--- src/rtl/ts4231_config_sequencer.sv ---
// ts4231_config_sequencer
// Power-up configuration controller for one TS4231 light-to-digital sensor.
// It waits for the sensor to report light (state S3, both pads high), then
// bit-bangs a 15-bit configuration word over the bidirectional D/E pads.
// Afterwards it puts the sensor into watch mode and hands the pads back to
// the darkroom decoder.
//
// Optional feature macro: TS4231_READBACK_VERIFY_EN
//   When defined, the word is read back after each write and compared.
//   A mismatch retries the write up to MAX_RETRIES times.
//   When undefined, there is no readback state and retry_cnt is tied to 0.
//
// Ports
//   clk        in   system clock
//   reset      in   synchronous, active-high reset
//   start      in   1-cycle pulse, accepted only while idle (busy=0)
//   cfg_word   in   15-bit configuration word, captured on the accepted start
//   d_i, e_i   in   asynchronous pad inputs, 2-flop synchronised
//   d_o, d_oe  out  D pad drive value / output enable
//   e_o, e_oe  out  E pad drive value / output enable
//   busy       out  high from the accepted start until done or error
//   done       out  1-cycle pulse once the sensor is in watch mode
//   error      out  sticky failure flag, cleared by reset or the next start
//   retry_cnt  out  readback retries used in the current run
module ts4231_config_sequencer #(
    parameter int HALF_CYCLES    = 25,
    parameter int TIMEOUT_CYCLES = 50000000,
    parameter int MAX_RETRIES    = 3
) (
    input  logic        clk,
    input  logic        reset,
    input  logic        start,
    input  logic [14:0] cfg_word,
    input  logic        d_i,
    input  logic        e_i,
    output logic        d_o,
    output logic        d_oe,
    output logic        e_o,
    output logic        e_oe,
    output logic        busy,
    output logic        done,
    output logic        error,
    output logic [1:0]  retry_cnt
);

    localparam int HW = $clog2(HALF_CYCLES);
    localparam int TW = $clog2(TIMEOUT_CYCLES + 1);
    localparam logic [HW-1:0] PH_LAST = HW'(HALF_CYCLES - 1);
    localparam logic [TW-1:0] TO_LAST = TW'(TIMEOUT_CYCLES - 1);

    localparam logic [2:0] S_IDLE  = 3'd0;
    localparam logic [2:0] S_WAIT  = 3'd1;
    localparam logic [2:0] S_START = 3'd2;
    localparam logic [2:0] S_SHIFT = 3'd3;
    localparam logic [2:0] S_STOP  = 3'd4;
    localparam logic [2:0] S_WATCH = 3'd5;
    localparam logic [2:0] S_DONE  = 3'd6;
`ifdef TS4231_READBACK_VERIFY_EN
    localparam logic [2:0] S_RBSHIFT = 3'd7;
`endif

    if (MAX_RETRIES > 3) begin : g_chk_retries
        $error("MAX_RETRIES exceeds the range of retry_cnt");
    end
    if (HALF_CYCLES < 2) begin : g_chk_half
        $error("HALF_CYCLES must be at least 2");
    end

    logic [2:0]    state_q, state_d;
    logic [1:0]    ph_q, ph_d;
    logic [HW-1:0] tmr_q, tmr_d;
    logic [TW-1:0] wt_q, wt_d;
    logic [3:0]    bit_q, bit_d;
    logic [14:0]   cfg_q, cfg_d;
    logic          busy_q, busy_d, done_q, done_d, err_q, err_d;
    logic          d_s1, d_s2, e_s1, e_s2;
    logic          phase_end, light;
`ifdef TS4231_READBACK_VERIFY_EN
    logic          rb_q, rb_d;
    logic [1:0]    retry_q, retry_d;
    logic [14:0]   shr_q, shr_d;
`endif

    assign phase_end = (tmr_q == PH_LAST);
    assign light     = e_s2 & d_s2;

    always_comb begin
        state_d = state_q;
        ph_d    = ph_q;
        bit_d   = bit_q;
        wt_d    = wt_q;
        tmr_d   = phase_end ? '0 : tmr_q + 1'b1;
        busy_d  = busy_q;
        done_d  = 1'b0;
        err_d   = err_q;
        cfg_d   = cfg_q;
`ifdef TS4231_READBACK_VERIFY_EN
        rb_d    = rb_q;
        retry_d = retry_q;
        shr_d   = shr_q;
`endif
        case (state_q)
            S_IDLE: begin
                tmr_d = '0;
                if (start) begin
                    state_d = S_WAIT;
                    busy_d  = 1'b1;
                    err_d   = 1'b0;
                    cfg_d   = cfg_word;
                    wt_d    = '0;
`ifdef TS4231_READBACK_VERIFY_EN
                    rb_d    = 1'b0;
                    retry_d = '0;
`endif
                end
            end
            // The phase timer doubles as the "light held" counter here.
            S_WAIT: begin
                if (light && phase_end) begin
                    state_d = S_START;
                    ph_d    = '0;
                end else if (wt_q == TO_LAST) begin
                    state_d = S_IDLE;
                    busy_d  = 1'b0;
                    err_d   = 1'b1;
                end else begin
                    wt_d  = wt_q + 1'b1;
                    tmr_d = light ? tmr_q + 1'b1 : '0;
                end
            end
            S_START: if (phase_end) begin
                if (ph_q == 2'd2) begin
                    ph_d  = '0;
                    bit_d = 4'd14;
`ifdef TS4231_READBACK_VERIFY_EN
                    state_d = rb_q ? S_RBSHIFT : S_SHIFT;
`else
                    state_d = S_SHIFT;
`endif
                end else begin
                    ph_d = ph_q + 1'b1;
                end
            end
            // Two phases per bit: data with E low, then E high.
            S_SHIFT: if (phase_end) begin
                if (ph_q == 2'd0) begin
                    ph_d = 2'd1;
                end else begin
                    ph_d = '0;
                    if (bit_q == 4'd0) state_d = S_STOP;
                    else               bit_d = bit_q - 1'b1;
                end
            end
`ifdef TS4231_READBACK_VERIFY_EN
            // Sensor drives D; sample it on the last cycle of the E-high phase.
            S_RBSHIFT: if (phase_end) begin
                if (ph_q == 2'd0) begin
                    ph_d = 2'd1;
                end else begin
                    ph_d  = '0;
                    shr_d = {shr_q[13:0], d_s2};
                    if (bit_q == 4'd0) state_d = S_STOP;
                    else               bit_d = bit_q - 1'b1;
                end
            end
`endif
            S_STOP: if (phase_end) begin
                if (ph_q == 2'd2) begin
                    ph_d = '0;
`ifdef TS4231_READBACK_VERIFY_EN
                    if (!rb_q) begin
                        state_d = S_START;
                        rb_d    = 1'b1;
                    end else begin
                        rb_d = 1'b0;
                        if (shr_q == cfg_q) begin
                            state_d = S_WATCH;
                        end else if (int'(retry_q) < MAX_RETRIES) begin
                            retry_d = retry_q + 1'b1;
                            state_d = S_START;
                        end else begin
                            state_d = S_IDLE;
                            busy_d  = 1'b0;
                            err_d   = 1'b1;
                        end
                    end
`else
                    state_d = S_WATCH;
`endif
                end else begin
                    ph_d = ph_q + 1'b1;
                end
            end
            S_WATCH: if (phase_end) begin
                if (ph_q == 2'd2) begin
                    ph_d    = '0;
                    state_d = S_DONE;
                    done_d  = 1'b1;
                end else begin
                    ph_d = ph_q + 1'b1;
                end
            end
            // Pads already released; busy stays high so a start here is ignored.
            S_DONE: begin
                state_d = S_IDLE;
                busy_d  = 1'b0;
            end
            default: state_d = S_IDLE;
        endcase
    end

    always_ff @(posedge clk) begin
        if (reset) begin
            state_q <= S_IDLE;
            ph_q    <= '0;
            tmr_q   <= '0;
            wt_q    <= '0;
            bit_q   <= '0;
            busy_q  <= 1'b0;
            done_q  <= 1'b0;
            err_q   <= 1'b0;
`ifdef TS4231_READBACK_VERIFY_EN
            rb_q    <= 1'b0;
            retry_q <= '0;
`endif
        end else begin
            state_q <= state_d;
            ph_q    <= ph_d;
            tmr_q   <= tmr_d;
            wt_q    <= wt_d;
            bit_q   <= bit_d;
            busy_q  <= busy_d;
            done_q  <= done_d;
            err_q   <= err_d;
`ifdef TS4231_READBACK_VERIFY_EN
            rb_q    <= rb_d;
            retry_q <= retry_d;
`endif
        end
    end

    // Pad synchronisers and data registers carry no reset.
    always_ff @(posedge clk) begin
        d_s1  <= d_i;
        d_s2  <= d_s1;
        e_s1  <= e_i;
        e_s2  <= e_s1;
        cfg_q <= cfg_d;
`ifdef TS4231_READBACK_VERIFY_EN
        shr_q <= shr_d;
`endif
    end

    // Pad levels are a pure decode of state and phase, so every transition
    // lands exactly on a phase boundary.
    always_comb begin
        d_o  = 1'b1;
        e_o  = 1'b1;
        d_oe = 1'b0;
        e_oe = 1'b0;
        case (state_q)
            S_START: begin
                d_oe = 1'b1; e_oe = 1'b1;
                d_o  = (ph_q == 2'd0);
                e_o  = (ph_q != 2'd2);
            end
            S_SHIFT: begin
                d_oe = 1'b1; e_oe = 1'b1;
                d_o  = cfg_q[bit_q];
                e_o  = ph_q[0];
            end
            S_STOP: begin
                d_oe = 1'b1; e_oe = 1'b1;
                d_o  = (ph_q == 2'd2);
                e_o  = (ph_q != 2'd0);
            end
            S_WATCH: begin
                d_oe = 1'b1; e_oe = 1'b1;
                d_o  = (ph_q != 2'd0);
                e_o  = (ph_q == 2'd2);
            end
`ifdef TS4231_READBACK_VERIFY_EN
            S_RBSHIFT: begin
                e_oe = 1'b1;
                e_o  = ph_q[0];
            end
`endif
            default: ;
        endcase
    end

    assign busy  = busy_q;
    assign done  = done_q;
    assign error = err_q;
`ifdef TS4231_READBACK_VERIFY_EN
    assign retry_cnt = retry_q;
`else
    assign retry_cnt = 2'b00;
`endif

endmodule

--- config.mk ---
export PLATFORM = sky130hd
export DESIGN_NAME = ts4231_config_sequencer
export DESIGN_NICKNAME = d
export VERILOG_FILES = /design/src/rtl/ts4231_config_sequencer.sv
export SDC_FILE = /design/constraint.sdc
export NUM_CORES = 1
export LEC_CHECK = 0
export CORE_UTILIZATION = 52
export CTS_CLUSTER_DIAMETER = 50
export DETAILED_ROUTE_END_ITERATION = 12
export GPL_ROUTABILITY_DRIVEN = 0
export PLACE_DENSITY_LB_ADDON = 0.05
export SKIP_CTS_REPAIR_TIMING = 1
export SYNTH_ARGS = -nofsm -noshare
export SYNTH_HDL_FRONTEND = slang
export SYNTH_SLANG_ARGS = --single-unit
--- constraint.sdc ---
create_clock -name clk -period 2.5 [get_ports clk]
set_clock_uncertainty 0.1 [all_clocks]
set_input_delay 0.5 -clock clk [delete_from_list [all_inputs] [get_ports clk]]
set_output_delay 0.5 -clock clk [all_outputs]
set_load 0.005 [all_outputs]
==> metrics.log <==
INFO  metric post_route_cells_drive_above_1_share = 0.172
INFO  metric maximum_number_of_pins_on_one_net_before_global_route_repair = 23
INFO  metric finalSetupViolCount = 1
INFO  metric critPathLaunchType = register
INFO  metric worstPathCellList = mux4_2 > mux4_2 > nand2_1 > nand3_1 > buf_2
INFO  metric synth.distinct_cells = slightly below 60
INFO  metric hold_path.class = register to register
INFO  metric timing.critical_path.from = bit_q[0]
INFO  metric clkSinkCount = 62
INFO  metric timing.final.ws_setup = -0.0834 ns
INFO  metric setup.worst_path.class = register to primary output
INFO  metric relSlewSlack = 0.510
INFO  metric cp.required = 1.90 ns
INFO  metric placement.cell_area = around 0.0035 mm2
INFO  metric whs_path_depth = 0
INFO  metric irDropWorstVdd = 0.476 mV
INFO  metric timing.reg2reg.worst_path_depth = 8
INFO  metric cts_root_buffer = clkbuf_8
INFO  metric mostFrequentLayoutCells = dfxtp_1 (44), nand2_1 (28), clkdlybuf4s50_1 (25)
INFO  metric total_drc_errors_in_the_routed_layout = 0
INFO  metric synthToLayoutAreaGrowth = 20.0%
INFO  metric buffers_from_clock_root_to_sink_at_most = 2
INFO  metric seq_area = 0.00140 mm2
INFO  metric via_count = 2600
INFO  metric globalRouteTotalUtil = 0.227
INFO  metric synth.cell_area = approximately 0.0031 mm2
INFO  metric ios = 29
INFO  metric crit-reg2reg-launch = bit_q[0]
INFO  metric drt-total-wl = 6630 um
INFO  metric slowest_delay = between 0.4 and 0.5 ns
INFO  metric avgSynthCellArea = 9.56 um2
INFO  metric routed_wire_length_per_instance = 14.9 um
INFO  metric hold_viol_final = 0
INFO  metric synthArstFlopShare = 0
INFO  metric clkLatencyLatePin = roughly 0.35 ns
INFO  metric placement.io_buffers = 26
INFO  metric cp_slowest_cell = mux4_2
INFO  metric hold_path_end = d_s2
INFO  metric die_width = 79.8 um
INFO  metric multi_input_comb_area = 0.00162 mm2
INFO  metric tightest_slew = 0.733 ns
INFO  metric net_count_of_the_finished_layout = 395
INFO  metric route.detailed.vias_per_inst = approximately 5.8
INFO  metric filler_cell_count = 453
INFO  metric critPathMostFrequentCell = mux4_2
INFO  metric synthDominantAreaCellType = dfxtp_1
INFO  metric synthFlopType = dfxtp_1
INFO  metric detailedRoute.firstPassIterationCount = 4
INFO  metric hold_path.startpoint = d_s1
INFO  metric clock_tree_from_tritoncts = done
INFO  metric violations_in_the_final_reports = negative setup slack
INFO  metric detailedRoute.firstIterationViolations = 120
INFO  metric die_area = 0.00636 mm2
INFO  metric yosysWarnings = 0
INFO  metric number_of_cts_inserted_buffers = 9
INFO  metric ranking_of_synthesized_cells_by_area = dfxtp_1 (30%), edfxtp_1 (14%), or4_1 (3.6%), nand2_1 (3.3%), mux4_2 (2.9%)
INFO  metric clk_transition_reported_paths = 0.07 ns
INFO  metric period_share = 1.03
INFO  metric outcome = finished with violations
INFO  metric rows = 27
INFO  metric final-max-slew-violation-count = 0
INFO  metric grt-ovfl-total = 0
INFO  metric rrSetupSlack = 0.20 ns
INFO  metric die_h = 79.8 um
INFO  metric critical_path_peak_fanout = 5
INFO  metric layout.cells.most_common = dfxtp_1
INFO  metric synth_enable_flop_cells = 15
INFO  metric final-instance-count-excl-fill = 445
INFO  metric synth_top_cell_area_share = 0.299
INFO  metric core_area = 0.00568 mm2
INFO  metric total_power = ~2.3 mW
INFO  metric antenna_cells_inserted = 0
INFO  metric critical_path.reg2reg.endpoint = state_q[0]
INFO  metric worst_setup_path_end_kind = primary output
INFO  metric clock_tree.htree_level_count = 3
INFO  metric crit_arrival = slightly below 2 ns
INFO  metric cellPowerDensity = between 600 and 700 mW/mm2
INFO  metric start_util = 0.554
INFO  metric first_global_vias = 2429
INFO  metric grt_setup_unrepaired = true
INFO  metric max_cap_violations = 0
INFO  metric postRouteAntennaNets = 0
INFO  metric ys_ff_latch = 62
INFO  metric number_of_placed_cells_counting_well_taps = 425
INFO  metric static-leakage-power = 1.24 nW
INFO  metric yosysSeqAreaShare = 0.442
INFO  metric final_cell_area = 0.00378 mm2
INFO  metric post_synth_inst_count = ~330
INFO  metric place.detailed.hpwl = 4700 um
INFO  metric post-route-min-period = 2.58 ns
INFO  metric first_pass_grt_wire_length = roughly 11000 um
INFO  metric fmax = slightly below 400 MHz
INFO  metric grt_antenna_before_repair = 0
[worst max-delay path by stage]
stage                     endpoint  slack [ns]
after floorplan                d_o        0.20
after global placement         d_o       -0.12
after detailed placement       d_o       -0.16
after CTS                      d_o       -0.55
after global routing           d_o       -0.15
final                          d_o       -0.08
[area by class of cell]
class                      instances  area share
clock inverter                     7      0.0215
multi-input combinational        238       0.429
clock buffer                       9      0.0328
sequential                        62       0.371
timing repair buffer              48       0.111
inverter                           9     0.00994
tap                               72      0.0239
[power by group]
part | internal, mW | leakage [nW] | switching, mW
clock | 0.471 | 0.100 | 0.440
combinational | 0.137 | 0.608 | 0.166
sequential | 1.08 | 0.527 | 0.0319
[metal layers]
metal | share of wire | vias up | global-route usage | wire length, um
li1 | - | 1318 | - | -
met1 | 0.49 | 1215 | 0.289 | 3240
met2 | 0.45 | 56 | 0.360 | 2980
met3 | 0.046 | 11 | 0.0606 | 304
met4 | 0.015 | 0 | 0.102 | 102
met5 | 0 | - | 0 | 0
[Yosys cell counts (2+ instances only)]
master     n
dfxtp_1   47
nand2_1   28
nor2_1    22
a21oi_1   15
edfxtp_1  15
or4_1     15
nand3_1   14
clkbuf_1  12
o31ai_1   12
nor4_1    10
o21ai_0   10
a21oi_2    9
inv_1      8
mux2i_1    8
nand4_1    8
or3_1      8
ha_1       7
and3_1     6
nand2b_1   6
mux4_2     4
nor3b_1    4
o211ai_1   4
xor2_1     4
a211oi_1   3
a311oi_1   3
and2_1     3
buf_2      3
buf_4      3
nor3_1     3
o21ai_1    3
and4_1     2
nand3b_1   2
o21a_1     2
or2_2      2
[registers in the layout (all words and copies together) (netlist names)]
register  cells
ph_q          2
cfg_q        15
tmr_q         5
e_s2          1
state_q       3
d_s1          1
done          1
wt_q         26
d_s2          1
e_s1          1
error         1
busy          1
bit_q         4
[kinds of logic after synthesis]
family | count (synthesis) | share of synthesized area
AOI/OAI and AO/OA | 67 | 0.145
xor gates and xnor gates | 5 | 0.0139
adders and majority gates | 7 | 0.0278
buffers and inverters | 30 | 0.0465
DFF | 62 | 0.442
muxes | 13 | 0.0577
other | 1 | 0.00119
and+or+nand+nor | 144 | 0.265
[worst max-delay path: cells and delay by family, from the launching register on]
kind,cells,cell delay [ns]
buf+inv,1,0.13
flops,1,0.39
mux,2,0.96
simple gates,2,0.16
[stage by stage]
stage | utilization | hold slack (ns) | setup slack, ns | TNS (ns)
2_1_floorplan | - | 0.210 | 0.197 | 0
3_3_place_gp | 0.622 | 0.214 | -0.116 | -0.116
3_5_place_dp | 0.622 | 0.214 | -0.160 | -0.160
4_1_cts | 0.658 | 0.230 | -0.552 | -0.920
5_1_grt | 0.665 | 0.244 | -0.148 | -0.161
6_report | 0.665 | 0.229 | -0.0834 | -0.0834
Power figures use the tool's default switching activity.
